### src/rtl/mdl_sata_fistx.sv
// Device-side SATA link-layer transmit model: frames FIS dwords from a
// response FIFO into X_RDY/SOF/data/CRC/EOF/WTRM and reports the host's verdict.
module mdl_sata_fistx #(
   parameter int WTRM_TIMEOUT = 1024,
   parameter bit OPT_HOLD     = 1'b1
) (
   input  logic        i_phy_clk,
   input  logic        i_reset,
   input  logic        s_valid,
   output logic        s_ready,
   input  logic [31:0] s_data,
   input  logic        s_last,
   input  logic        i_rx_prim,
   input  logic [31:0] i_rx_data,
   output logic        o_tx_ctrl,
   output logic [31:0] o_tx_data,
   output logic        o_busy,
   output logic        o_done,
   output logic        o_err
);
   localparam logic [31:0] P_SYNC  = 32'hB5B5957C;
   localparam logic [31:0] P_XRDY  = 32'h5757B57C;
   localparam logic [31:0] P_RRDY  = 32'h4A4A957C;
   localparam logic [31:0] P_SOF   = 32'h3737B57C;
   localparam logic [31:0] P_EOF   = 32'hD5D5B57C;
   localparam logic [31:0] P_WTRM  = 32'h5858B57C;
   localparam logic [31:0] P_ROK   = 32'h3535B57C;
   localparam logic [31:0] P_RERR  = 32'h5656B57C;
   localparam logic [31:0] P_HOLD  = 32'hD5D5AA7C;
   localparam logic [31:0] P_HOLDA = 32'h9595AA7C;
   localparam logic [31:0] CRC_SEED = 32'h52325032;
   localparam int CW = $clog2(WTRM_TIMEOUT + 1);

   typedef enum logic [2:0] {
      S_IDLE, S_XRDY, S_SOF, S_DATA, S_CRC, S_EOF, S_WTERM, S_DRAIN
   } state_t;

   state_t        state, state_nx;
   logic [31:0]   crc, crc_nx, tx_data_nx;
   logic          tx_ctrl_nx, done_nx, err_nx;
   logic [CW-1:0] cnt, cnt_nx;
   logic          rx_sync, rx_hold, rx_rrdy, rx_rok, rx_rerr;

   // CRC-32, poly 0x04C11DB7, data consumed MSB first, no reflection/final XOR
   function automatic logic [31:0] crc32_step(input logic [31:0] c, input logic [31:0] d);
      logic [31:0] r;
      r = c;
      for (int i = 31; i >= 0; i--)
         r = {r[30:0], 1'b0} ^ ((r[31] ^ d[i]) ? 32'h04C11DB7 : 32'h0);
      return r;
   endfunction

   assign rx_sync = i_rx_prim && (i_rx_data == P_SYNC);
   assign rx_hold = i_rx_prim && (i_rx_data == P_HOLD);
   assign rx_rrdy = i_rx_prim && (i_rx_data == P_RRDY);
   assign rx_rok  = i_rx_prim && (i_rx_data == P_ROK);
   assign rx_rerr = i_rx_prim && (i_rx_data == P_RERR);
   assign o_busy  = (state != S_IDLE);

   always_comb begin
      state_nx   = state;
      tx_data_nx = P_SYNC;
      tx_ctrl_nx = 1'b1;
      crc_nx     = crc;
      cnt_nx     = cnt;
      done_nx    = 1'b0;
      err_nx     = 1'b0;
      s_ready    = 1'b0;
      case (state)
         S_IDLE: if (s_valid) state_nx = S_XRDY;
         S_XRDY: begin
            tx_data_nx = P_XRDY;
            if (rx_rrdy) state_nx = S_SOF;
         end
         S_SOF: begin
            if (rx_sync) begin
               err_nx   = 1'b1;
               state_nx = S_DRAIN;
            end else begin
               tx_data_nx = P_SOF;
               crc_nx     = CRC_SEED;
               state_nx   = S_DATA;
            end
         end
         S_DATA: begin
            // SYNC abort outranks HOLD; the aborted word is left for the drain
            if (rx_sync) begin
               err_nx   = 1'b1;
               state_nx = S_DRAIN;
            end else if (OPT_HOLD && rx_hold) begin
               tx_data_nx = P_HOLDA;
            end else if (s_valid) begin
               s_ready    = 1'b1;
               tx_data_nx = s_data;
               tx_ctrl_nx = 1'b0;
               crc_nx     = crc32_step(crc, s_data);
               if (s_last) state_nx = S_CRC;
            end else begin
               tx_data_nx = P_HOLD;
            end
         end
         S_CRC, S_EOF: begin
            // last dword already taken, so an abort here needs no drain
            if (rx_sync) begin
               err_nx   = 1'b1;
               state_nx = S_IDLE;
            end else if (state == S_CRC) begin
               tx_data_nx = crc;
               tx_ctrl_nx = 1'b0;
               state_nx   = S_EOF;
            end else begin
               tx_data_nx = P_EOF;
               cnt_nx     = '0;
               state_nx   = S_WTERM;
            end
         end
         S_WTERM: begin
            cnt_nx = cnt + 1'b1;
            if (rx_rok) begin
               done_nx  = 1'b1;
               state_nx = S_IDLE;
            end else if (rx_rerr || rx_sync || cnt == CW'(WTRM_TIMEOUT - 1)) begin
               err_nx   = 1'b1;
               state_nx = S_IDLE;
            end else begin
               tx_data_nx = P_WTRM;
            end
         end
         S_DRAIN: begin
            s_ready = s_valid;
            if (s_valid && s_last) state_nx = S_IDLE;
         end
         default: state_nx = S_IDLE;
      endcase
      if (i_reset) s_ready = 1'b0;
   end

   always_ff @(posedge i_phy_clk) begin
      if (i_reset) begin
         state     <= S_IDLE;
         o_tx_data <= P_SYNC;
         o_tx_ctrl <= 1'b1;
         o_done    <= 1'b0;
         o_err     <= 1'b0;
         crc       <= CRC_SEED;
         cnt       <= '0;
      end else begin
         state     <= state_nx;
         o_tx_data <= tx_data_nx;
         o_tx_ctrl <= tx_ctrl_nx;
         o_done    <= done_nx;
         o_err     <= err_nx;
         crc       <= crc_nx;
         cnt       <= cnt_nx;
      end
   end
endmodule

### config.mk
export PLATFORM = sky130hd
export DESIGN_NAME = mdl_sata_fistx
export DESIGN_NICKNAME = d
export VERILOG_FILES = /design/src/rtl/mdl_sata_fistx.sv
export SDC_FILE = /design/constraint.sdc
export NUM_CORES = 1
export LEC_CHECK = 0
export BUFFER_PORTS_ARGS = -buffer_cell sky130_fd_sc_hd__buf_4
export CAP_MARGIN = 20
export CELL_PAD_IN_SITES_DETAIL_PLACEMENT = 0
export CELL_PAD_IN_SITES_GLOBAL_PLACEMENT = 2
export CORE_MARGIN = 1.5
export CORE_UTILIZATION = 37
export DETAILED_ROUTE_END_ITERATION = 12
export PLACE_DENSITY = 0.78
export SLEW_MARGIN = 10
export SYNTH_ARGS = -nofsm -noshare
export SYNTH_HDL_FRONTEND = slang
export SYNTH_SLANG_ARGS = --single-unit
### constraint.sdc
create_clock -name i_phy_clk -period 4.6 [get_ports i_phy_clk]
set_clock_uncertainty 0.15 [all_clocks]
set_input_delay 0.69 -clock i_phy_clk [delete_from_list [all_inputs] [get_ports i_phy_clk]]
set_output_delay 0.69 -clock i_phy_clk [all_outputs]
set_load 0.01 [all_outputs]
## Yosys cells after proc, flatten, opt, wreduce, memory -nomap -nowiden

Index checks and enable logic that the tools add are counted.

- Output and inout bits: 37
- Word-level logic and storage cells: 195
- Bits of input ports: 69
- Register bits after elaboration: 81

- Muxes and demuxes: 78
- Reduce and logical (&&, ||, !) cells: 18
- Bitwise logic cells: 65
- Add/subtract/negate cells: 1
- Equal/unequal tests: 26

Operators with widths:

| kind | count |
|---|---|
| $xor A32 B27 Y32 | 32 |
| $mux W27 | 32 |
| $mux W32 | 12 |
| $pmux W32 S5 | 1 |
| $eq A32 B31 Y1 const B | 2 |
| $eq A32 B32 Y1 const B | 2 |
| $pmux W32 S2 | 1 |
| $mux W3 | 11 |
| $eq A32 B30 Y1 const B | 1 |
| $xor A1 B1 Y1 | 32 |
| $mux W11 | 2 |
| $pmux W11 S2 | 1 |
| $pmux W3 S7 | 1 |
| $ne A2 B2 Y1 const B | 9 |
| $mux W1 | 13 |
| $eq A3 B3 Y1 const B | 4 |
| $ne A3 B3 Y1 const B | 4 |
| $add A11 B1 Y11 const B | 1 |
| $eq A11 B10 Y1 const B | 1 |
| $reduce_and A7 Y1 | 1 |
| $eq A3 B2 Y1 const B | 2 |
| $logic_and A1 B1 Y1 | 6 |
| $pmux W1 S2 | 3 |
| $reduce_and A5 Y1 | 1 |
| 10 further kinds | 13 |

## Logic depth before layout (Yosys ltp)

Gate-level depths: netlist (run 1).

- Depth after elaboration: 100
- Depth in mapped cells: 10
- Depth with buffers taken out: 9

## Worst setup path after synthesis (run 1)

Ideal clock, no wire load.

- Kind: input to register
- From: input port s_data[22]
- To: register crc[10]
- Path buffers: 0
- Arrival: 3.737 ns
- Required time: 4.333 ns
- Setup time: 0.117 ns
- Stages on the path: 9
- Slack: 0.597 ns
- Cell sequence: xnor2_1 xnor2_4 xnor3_1 xor3_2 xnor2_4 xnor3_2 xor3_1 xnor2_1 a22o_1

- Word-level cells in the longest chain between the ends: 35
- Elaborated cells on any way between the ends: 45
- Those cells by class: mux (13); bitwise (32)

Ends and longest elaborated chain:

| item | RTL line | source |
|---|---|---|
| start: declaration | 11 | `input logic [31:0] s_data,` |
| $xor A1 B1 Y1 (*) | 49 | `r = {r[30:0], 1'b0} ^ ((r[31] ^ d[i]) ? 32'h04C11DB7 : 32'h0);` |
| $mux W27 (*) | 49 |  |
| $xor A32 B27 Y32 (*) (6 in series) | 49 |  |
| $xor A1 B1 Y1 / $xor A32 B27 Y32 (equally long branches) | 49 |  |
| $mux W27 / $xor A32 B27 Y32 (equally long branches) | 49 |  |
| $xor A32 B27 Y32 (*) (6 in series) | 49 |  |
| $xor A1 B1 Y1 / $xor A32 B27 Y32 (equally long branches) | 49 |  |
| $mux W27 / $xor A32 B27 Y32 (equally long branches) | 49 |  |
| $xor A32 B27 Y32 (*) (10 in series) | 49 |  |
| $xor A1 B1 Y1 | 49 |  |
| $mux W27 | 49 |  |
| $xor A32 B27 Y32 (*) | 49 |  |
| $mux W32 (*) | 92 | `end else if (s_valid) begin` |
| $mux W32 (*) | 90 | `end else if (OPT_HOLD && rx_hold) begin` |
| $mux W32 (*) | 87 | `if (rx_sync) begin` |
| $pmux W32 S2 (*) | 69 | `case (state)` |
| end signal: assignment | 153 | `crc <= crc_nx;` |
| end: declaration | 39 | `logic [31:0] crc, crc_nx, tx_data_nx;` |

Every way passes the cells marked *; elsewhere a longest branch is shown, timed or not. The select of a mux whose other input is x is not followed.
A chain may end at the register's enable or synchronous reset.

## Final worst setup path (run 1)

- From: input port s_data[25]
- To: register crc[14]

- Word-level cells in the longest chain between the ends: 38
- Elaborated cells on any way between the ends: 52
- Those cells by class: mux (15); bitwise (37)

Ends and longest elaborated chain:

| item | RTL line |
|---|---|
| $xor A1 B1 Y1 (*) | 49 |
| $mux W27 (*) | 49 |
| $xor A32 B27 Y32 (*) (6 in series) | 49 |
| $xor A1 B1 Y1 / $xor A32 B27 Y32 (equally long branches) | 49 |
| $mux W27 / $xor A32 B27 Y32 (equally long branches) | 49 |
| $xor A32 B27 Y32 (*) (6 in series) | 49 |
| $xor A1 B1 Y1 / $xor A32 B27 Y32 (equally long branches) | 49 |
| $mux W27 / $xor A32 B27 Y32 (equally long branches) | 49 |
| $xor A32 B27 Y32 (*) (6 in series) | 49 |
| $xor A1 B1 Y1 / $xor A32 B27 Y32 (equally long branches) | 49 |
| $mux W27 / $xor A32 B27 Y32 (equally long branches) | 49 |
| $xor A32 B27 Y32 (*) (8 in series) | 49 |
| $mux W32 (*) | 92 |
| $mux W32 (*) | 90 |
| $mux W32 (*) | 87 |
| $pmux W32 S2 (*) | 69 |

Marks and branches as above.

==> metrics.txt, run 1 <==
HP Start=cnt[10]; final wirelength=22900 um; post-CTS sizing=0; total grt overflow=0; clock buffer depth=2; Post-CTS Hold Buffers=0; post-route minimum period=4.02 ns; endpoint type of the worst setup path=flop; worst hold path class=flop to flop; hold_ws=0.341 ns; Final GP Congestion=0.941; worst reg2reg setup slack=0.62 ns; Peak Freq=249 MHz; drt pass-1 iters=5; RSZ-0062 raised after global routing=no; sequential share of the synthesized area=0.241; CP Cell Sequence=buf_4, xnor2_2, xor2_1, xnor3_1, xnor3_1, xnor3_2, xnor2_2, xnor3_1, xnor2_1, a2bb2oi_1; final setup vio count=0; Core Box Area=0.0179 mm^2; Final Hold Viols=0; FF-to-FF path depth=9; Synth warnings=0; total track usage=0.250; IO Pins=106; initial antenna violation count=0; crit path launch=s_data[25]; reg-to-reg startpoint=crc[29]; Yosys reg bits=81; post-CTS setup buffers=0; die area=0.0190 mm^2; DR WL/cell=21.5 um; asr flop ratio synth=0; Ant. Diodes=0; largest net degree at the start of global routing=28; Routed Antenna Nets=0; worst hold path cell count=2; Vias/cell=5.16; status=complete, no violations; CP max stage cell=xnor3_2; DRC Markers=0; Fillers=1766; hpwl dp=18900 um; hold path endpoint=cnt[10]; Clk pin slew, worst setup/hold paths=0.07 ns; post-route design area=0.00845 mm^2; FF-to-FF End=crc[14]; crit path kind=primary input to flop; die width=138 um; Yosys cell types=54; Layout Area Growth over Synthesis=25.6%; placed inst area=0.00815 mm^2; Worst setup SP type=primary input; max incr delay on CP=0.64 ns; crit share post-route=0.874; root buf cell=clkbuf_16; Most Frequent Cell on Critical Path=xnor3_1; CTS tree=done; initial drt markers=393; cell taking the most area after synthesis=dfxtp_1; clk_lat worst skew=0.36 ns; Post-Syn Instances=684; setup tns final=0 ns; DR vias=5502; leading cell types by total area after synthesis=dfxtp_1 24%, xnor2_1 20%, xnor3_1 15%; Die Y=138 um; post-synth top area share=0.241; worst rel slew slack=0.358; FP Rows=49; Final Max Tran Viols=0; Mapped Area=0.00673 mm^2; required time of the worst setup path=4.66 ns; Max-Cap Viols=0; Worst Path Arrival=4.08 ns; layout cells sized above 1=0.239; worst-margin pin slew=0.958 ns; vias in the first global route=5650; first-pass GRT wire length=34200 um; Main synth FF type=dfxtp_1; H-Tree Depth=3; clock sink count=81; port bufs=105; Critical Path Fanout Max=8; final net count=906; initial core utilization=0.376; total CTS buffers=9; number of flops mapped to enable cells by yosys=0; Mean Syn Cell Area=9.84 um^2; syn_nets=757
## synthesized netlist by cell type (6+ instances only)
master,number
xnor2_4,6
nor3_1,15
xnor2_2,10
xnor2_1,151
a2bb2oi_1,8
o21ai_0,63
a22oi_1,10
dfxtp_1,81
nand2_1,49
a21oi_1,17
xor2_1,42
nor2_1,44
clkbuf_1,18
xnor3_1,44
nand3b_1,7
nand3_1,23
## per-layer routing
layer,GRT usage,routed length (um),vias up
li1,-,-,2678
met1,0.323,10300,2671
met2,0.422,11200,121
met3,0.0318,719,32
met4,0.103,740,0
met5,0,0,-
## state kept, by name, summed over array words and instances, names as in the netlist
signal / cells
o_tx_data: 32
crc: 32
state: 3
o_tx_ctrl: 1
cnt: 11
o_done: 1
o_err: 1
## placed cells by master (no fill, tap or decap), types with 5 or more instances in the layout
master and n:
xnor2_1 151, buf_4 157, o22ai_1 5, nand3_1 23
nor2_1 44, a31oi_1 5, nand2_1 49, xnor2_2 10
xnor3_1 44, a22oi_1 10, o211ai_1 5, a21oi_1 17
a2bb2oi_1 8, xnor2_4 6, nand3b_1 7, dfxtp_1 81
nor3_1 15, o21ai_0 63, xor2_1 42, xnor3_2 5
clkbuf_16 9
## kinds of logic (layout without fill, tap and decap cells)
family                     count (synthesis)  count (layout)  share of synthesized area
xor gates and xnor gates                 266             266                      0.490
and+or+nand+nor                          170             170                      0.123
AOI/OAI and AO/OA                        134             134                      0.120
DFF                                       81              81                      0.241
buffers and inverters                     26             180                     0.0147
adders and majority gates                  4               4                    0.00744
muxes                                      3               3                    0.00446
## final cells by class
class	count	area, um^2	area share
clock buffer	10	229	0.0271
tap	229	287	0.0339
sequential	81	1620	0.192
inverter	6	22.5	0.00267
clock inverter	6	75.1	0.00888
timing repair buffer	158	1200	0.142
multi-input combinational	577	5020	0.594
## per-stage QoR
| step | util | setup WS (ns) | instances |
|---|---|---|---|
| global route | 0.472 | 0.438 | 1067 |
| global placement | 0.455 | 0.296 | 1051 |
| finish | 0.472 | 0.579 | 1067 |
| floorplan | - | 0.597 | 684 |
| detailed placement | 0.455 | 0.244 | 1051 |
| CTS | 0.472 | 0.608 | 1067 |
## critical path, delay by kind of cell
kind / cells / cell delay, ns
AO/OA/AOI/OAI: 1 / 0.08
buffers and inverters: 1 / 0.12
XOR/XNOR: 8 / 3.19
## worst max path at each step
| stage | endpoint | slack (ns) | depth (start not counted) |
|---|---|---|---|
| 2_1_floorplan | crc[10] | 0.60 | 9 |
| 3_3_place_gp | crc[13] | 0.30 | 11 |
| 3_5_place_dp | crc[11] | 0.24 | 10 |
| 4_1_cts | crc[26] | 0.61 | 12 |
| 5_1_grt | crc[12] | 0.44 | 9 |
| 6_report | crc[14] | 0.58 | 10 |
Power of run 1 is left out: the tool's default activity adds up to more than one toggle a clock period on the data nets, which glitch-free logic cannot reach.
==> run 2, diff against run 1 <==
- BUFFER_PORTS_ARGS: -buffer_cell sky130_fd_sc_hd__buf_4 -> default
- CORE_UTILIZATION: 37 -> 40
- DONT_BUFFER_PORTS: default -> 1
- PLACE_DENSITY: 0.78 -> 0.75
==> run 2 against run 1 <==
Compared with the run above:
- worst setup slack got worse by 0.089 ns
- die area fell by 7.3%
- first-iteration DRC count is 17% higher
- hold slack lost 0.089 ns
- utilization down 1.7 points
- via count is 7.9% lower
- flip-flop and latch count unchanged
- cell area decreased by 11%
- critical path depth shrank 1
- wire length shrank 11%
- fmax is 2.2% lower
- count of clock-buffer cells in the layout is 1 lower
==> metrics.txt, run 2 (synthesis results as in run 1) <==
status=complete, no violations (unchanged); final setup vio count=0 (unchanged); Metal-1 WL=9170 um (was 10300 um); biggest regs=crc (32), o_tx_data (32), cnt (11) (unchanged); drt pass-1 iters=5 (unchanged); layout cells sized above 1=0.105 (was 0.239); post-route minimum period=4.11 ns (was 4.02 ns); Final Util=0.455 (was 0.472); Layout Cells excl Fill=932 (was 1067); largest net degree at the start of global routing=28 (unchanged); setup tns final=0 ns (unchanged); clk_lat worst skew=0.35 ns (was 0.36 ns); Routed Antenna Nets=0 (unchanged); initial antenna violation count=0 (unchanged); Ant. Diodes=0 (unchanged); IO Pins=106 (unchanged); final net count=781 (was 906); most common cell after layout, fill and taps aside=xnor2_1 (was buf_4); Worst Path Arrival=4.19 ns (was 4.08 ns); die area=0.0176 mm^2 (was 0.0190 mm^2); total grt overflow=0 (unchanged); initial drt markers=458 (was 393); leading cell types in the layout, fill and taps excluded=151 x xnor2_1, 81 x dfxtp_1, 63 x o21ai_0, 49 x nand2_1 (was 157 x buf_4, 151 x xnor2_1, 81 x dfxtp_1, 63 x o21ai_0, 49 x nand2_1); total track usage=0.241 (was 0.250); Die Y=133 um (was 138 um); crit path kind=flop to flop (was primary input to flop); port bufs=0 (was 105); endpoint type of the worst setup path=flop (unchanged); post-CTS setup buffers=0 (unchanged); post-route design area=0.00752 mm^2 (was 0.00845 mm^2); clock buffer depth=2 (unchanged); Inst Count DP=917 (was 1051); Final GP Congestion=0.933 (was 0.941); worst reg2reg setup slack=0.49 ns (was 0.62 ns); Worst setup SP type=flop (was primary input); Final Max Tran Viols=0 (unchanged); worst rel slew slack=0.402 (was 0.358); DRC Markers=0 (unchanged); Post-CTS Hold Buffers=0 (unchanged); final wirelength=20400 um (was 22900 um); Layout Area Growth over Synthesis=11.8% (was 25.6%); vias in the first global route=5010 (was 5650); initial core utilization=0.407 (was 0.376); routed length on met3=878 um (was 719 um); CTS tree=done (unchanged); DR WL/cell=21.9 um (was 21.5 um); RSZ-0062 raised after global routing=no (unchanged); H-Tree Depth=3 (unchanged); Peak Freq=243 MHz (was 249 MHz); root buf cell=clkbuf_16 (unchanged); required time of the worst setup path=4.68 ns (was 4.66 ns); placed inst area=0.00718 mm^2 (was 0.00815 mm^2); Critical Path Fanout Max=6 (was 8); Vias/cell=5.43 (was 5.16); first-pass GRT wire length=31700 um (was 34200 um); DR vias=5065 (was 5502); clock sink count=81 (unchanged); Clk pin slew, worst setup/hold paths=0.07 ns (about the same); die width=133 um (was 138 um); highest routed layer=met4 (unchanged); total CTS buffers=9 (unchanged); hpwl dp=16900 um (was 18900 um); Core Box Area=0.0165 mm^2 (was 0.0179 mm^2); crit share post-route=0.893 (was 0.874); worst-margin pin slew=0.891 ns (was 0.958 ns); worst hold path class=primary input to flop (was flop to flop); Max-Cap Viols=0 (unchanged); post-CTS sizing=0 (unchanged); Final Hold Viols=0 (unchanged); met2 wire length=10200 um (was 11200 um); FP Rows=47 (was 49)
-- run 2: area by class of cell --
| class | instances | area [um^2] |
|---|---|---|
| fill | 1623 | 9000 |
| multi-input combinational | 577 | 5020 |
| sequential | 81 | 1620 |
| tap | 220 | 275 |
| timing repair buffer | 33 | 248 |
| clock buffer | 9 | 225 |
| clock inverter | 6 | 115 |
| inverter | 6 | 22.5 |
-- run 2: path summary, 6_finish.rpt --
kind / start / cells past startpoint / endpoint
worst max-delay path: crc[28] / 9 / crc[8]
worst min register to register: cnt[10] / 2 / cnt[10]
worst max register to register: crc[28] / 9 / crc[8]
worst min-delay path: i_reset / 1 / o_err
-- run 2: metal layers --
layer,up-vias,global-route usage
li1,2431,-
met1,2508,0.317
met2,116,0.418
met3,10,0.0452
met4,0,0.0458
met5,-,0
-- run 2: critical path, stage by stage, from the launching register on --
cell and delay, ns:
dfxtp_1 0.38, xnor2_2 0.53, xnor2_4 0.24, xnor3_1 0.51, xor3_2 0.59, xnor2_4 0.39
xnor3_2 0.51, xor2_2 0.38, xnor2_1 0.20, o21ai_0 0.11
-- run 2: through the flow --
stage                     hold slack, ns  setup WS [ns]
final                              0.252          0.491
after global routing               0.241          0.314
after CTS                          0.243          0.456
after detailed placement           0.331          0.205
after global placement             0.316          0.230
after floorplan                    0.298          0.597
Power of run 2 is left out for the same reason.
==> run 3, diff against run 2 <==
--- a/config.mk
+++ b/config.mk
@@ -14,3 +14,3 @@
 export DONT_BUFFER_PORTS = 1
-export PLACE_DENSITY = 0.75
+export PLACE_DENSITY_LB_ADDON = 0.2
 export SLEW_MARGIN = 10
==> constraint.sdc (replaced) <==
create_clock -name i_phy_clk -period 4.6 [get_ports i_phy_clk]
set_clock_uncertainty 0.15 [all_clocks]
set_input_delay 0.92 -clock i_phy_clk [delete_from_list [all_inputs] [get_ports i_phy_clk]]
set_output_delay 0.92 -clock i_phy_clk [all_outputs]
set_load 0.01 [all_outputs]
==> run 3 against run 2 <==
Compared with the run above:
- hold slack improved by 0.086 ns
- die area is the same
- sequential share of layout area decreased by 0.57 points
- critical endpoint is now crc[14]
- register-to-register slack improved by 0.099 ns
==> metrics.txt, run 3 (synthesis results as in run 1) <==
status=complete, no violations (unchanged); drt pass-1 iters=5 (unchanged); GRT met1 Usage=0.317 (about the same); max incr delay on CP=0.56 ns (was 0.59 ns); DRC Markers=0 (unchanged); Post-CTS Hold Buffers=0 (unchanged); Layout Area Growth over Synthesis=14.9% (was 11.8%); worst-margin pin slew=0.891 ns (about the same); total track usage=0.245 (was 0.241); port bufs=0 (unchanged); die width=133 um (unchanged); most common cell after layout, fill and taps aside=xnor2_1 (unchanged); Max-Cap Viols=0 (unchanged); Final Max Tran Viols=0 (unchanged); post-CTS setup buffers=0 (unchanged); worst hold path class=flop to flop (was primary input to flop); initial drt markers=390 (was 458); Routed Antenna Nets=0 (unchanged); setup tns final=0 ns (unchanged); layout cells sized above 1=0.140 (was 0.105); placed inst area=0.00740 mm^2 (was 0.00718 mm^2); initial core utilization=0.407 (unchanged); Final GP Congestion=0.924 (was 0.933); Final Hold Viols=0 (unchanged); total grt overflow=0 (unchanged); initial antenna violation count=0 (unchanged); post-route design area=0.00773 mm^2 (was 0.00752 mm^2); clk_lat worst skew=0.36 ns (was 0.35 ns); worst rel slew slack=0.402 (about the same); die area=0.0176 mm^2 (unchanged); final wirelength=21300 um (was 20400 um); Final Util=0.468 (was 0.455); Core Box Area=0.0165 mm^2 (unchanged); RSZ-0062 raised after global routing=no (unchanged); vias in the first global route=5046 (was 5010); first-pass GRT wire length=31600 um (was 31700 um); endpoint type of the worst setup path=flop (unchanged); final net count=810 (was 781); leading cell types in the layout, fill and taps excluded=151 x xnor2_1, 81 x dfxtp_1, 63 x o21ai_0, 62 x buf_4, 49 x nand2_1 (was 151 x xnor2_1, 81 x dfxtp_1, 63 x o21ai_0, 49 x nand2_1); clock buffer depth=2 (unchanged); Vias/cell=5.34 (was 5.43); clock sink count=81 (unchanged); CTS tree=done (unchanged); hpwl dp=17500 um (was 16900 um); Bufs and invs on worst path=1 (was 0); Die Y=133 um (unchanged); Worst Path Arrival=4.15 ns (was 4.19 ns); worst reg2reg setup slack=0.59 ns (was 0.49 ns); H-Tree Depth=3 (unchanged); met2 usage=0.421 (was 0.418); Peak Freq=244 MHz (was 243 MHz); DR WL/cell=22.1 um (was 21.9 um); root buf cell=clkbuf_16 (unchanged); Ant. Diodes=0 (unchanged); required time of the worst setup path=4.66 ns (was 4.68 ns); biggest regs=crc (32), o_tx_data (32), cnt (11) (unchanged); CP Cell Sequence=xnor2_2, buf_4, xnor3_2, xnor2_4, xnor3_1, xnor3_2, xnor2_2, xnor3_1, xnor2_1, a2bb2oi_1 (was xnor2_2, xnor2_4, xnor3_1, xor3_2, xnor2_4, xnor3_2, xor2_2, xnor2_1, o21ai_0); family with the most delay on the worst path=XOR/XNOR gates (unchanged); final setup vio count=0 (unchanged); post-CTS sizing=0 (unchanged); post-route minimum period=4.09 ns (was 4.11 ns); crit path kind=primary input to flop (was flop to flop); crit share post-route=0.890 (was 0.893); CP max stage cell=xnor3_2 (was xor3_2); DR vias=5141 (was 5065); FP Rows=47 (unchanged); total CTS buffers=9 (unchanged); Worst setup SP type=primary input (was flop); met3 Use GR=0.0418 (was 0.0452); Critical Path Fanout Max=8 (was 6); most used routing layer=met2 (unchanged); Clk pin slew, worst setup/hold paths=0.06 ns (was 0.07 ns); largest net degree at the start of global routing=28 (unchanged); IO Pins=106 (unchanged)
-- run 3: layout make-up --
cell class / instances / area, um^2
clock inverters: 5 / 85.1
repair buffers: 62 / 465
flip-flops and latches: 81 / 1620
multi-input cells: 577 / 5020
inverters: 6 / 22.5
fillers: 1632 / 8790
well taps: 220 / 275
clock buffers: 11 / 243
-- run 3: final timing paths --
kind / start / cells past startpoint / end
setup / recovery: s_data[28] / 10 / crc[14]
hold / removal: cnt[10] / 2 / cnt[10]
setup reg to reg: crc[28] / 10 / crc[14]
hold reg to reg: cnt[10] / 2 / cnt[10]
-- run 3: stage by stage --
| stage | std cells | setup slack [ns] | hold slack [ns] |
|---|---|---|---|
| floorplan | 684 | 0.367 | 0.298 |
| global placement | 946 | 0.231 | 0.320 |
| detailed placement | 946 | 0.135 | 0.336 |
| finish | 962 | 0.506 | 0.338 |
| CTS | 962 | 0.499 | 0.345 |
| global route | 962 | 0.384 | 0.376 |
-- run 3: worst reg2reg max path: stages (launching register included) --
cell       delay (ns)
dfxtp_1          0.40
xnor2_2          0.40
buf_4            0.21
xnor3_2          0.35
xnor2_4          0.28
xnor3_1          0.45
xnor3_2          0.56
xnor2_2          0.33
xnor3_1          0.45
xnor2_1          0.19
a2bb2oi_1        0.08
-- run 3: routing by layer --
layer,vias up,share of wire
li1,2496,-
met1,2513,0.45
met2,108,0.50
met3,24,0.035
met4,0,0.019
met5,-,0
Power of run 3 is left out for the same reason.
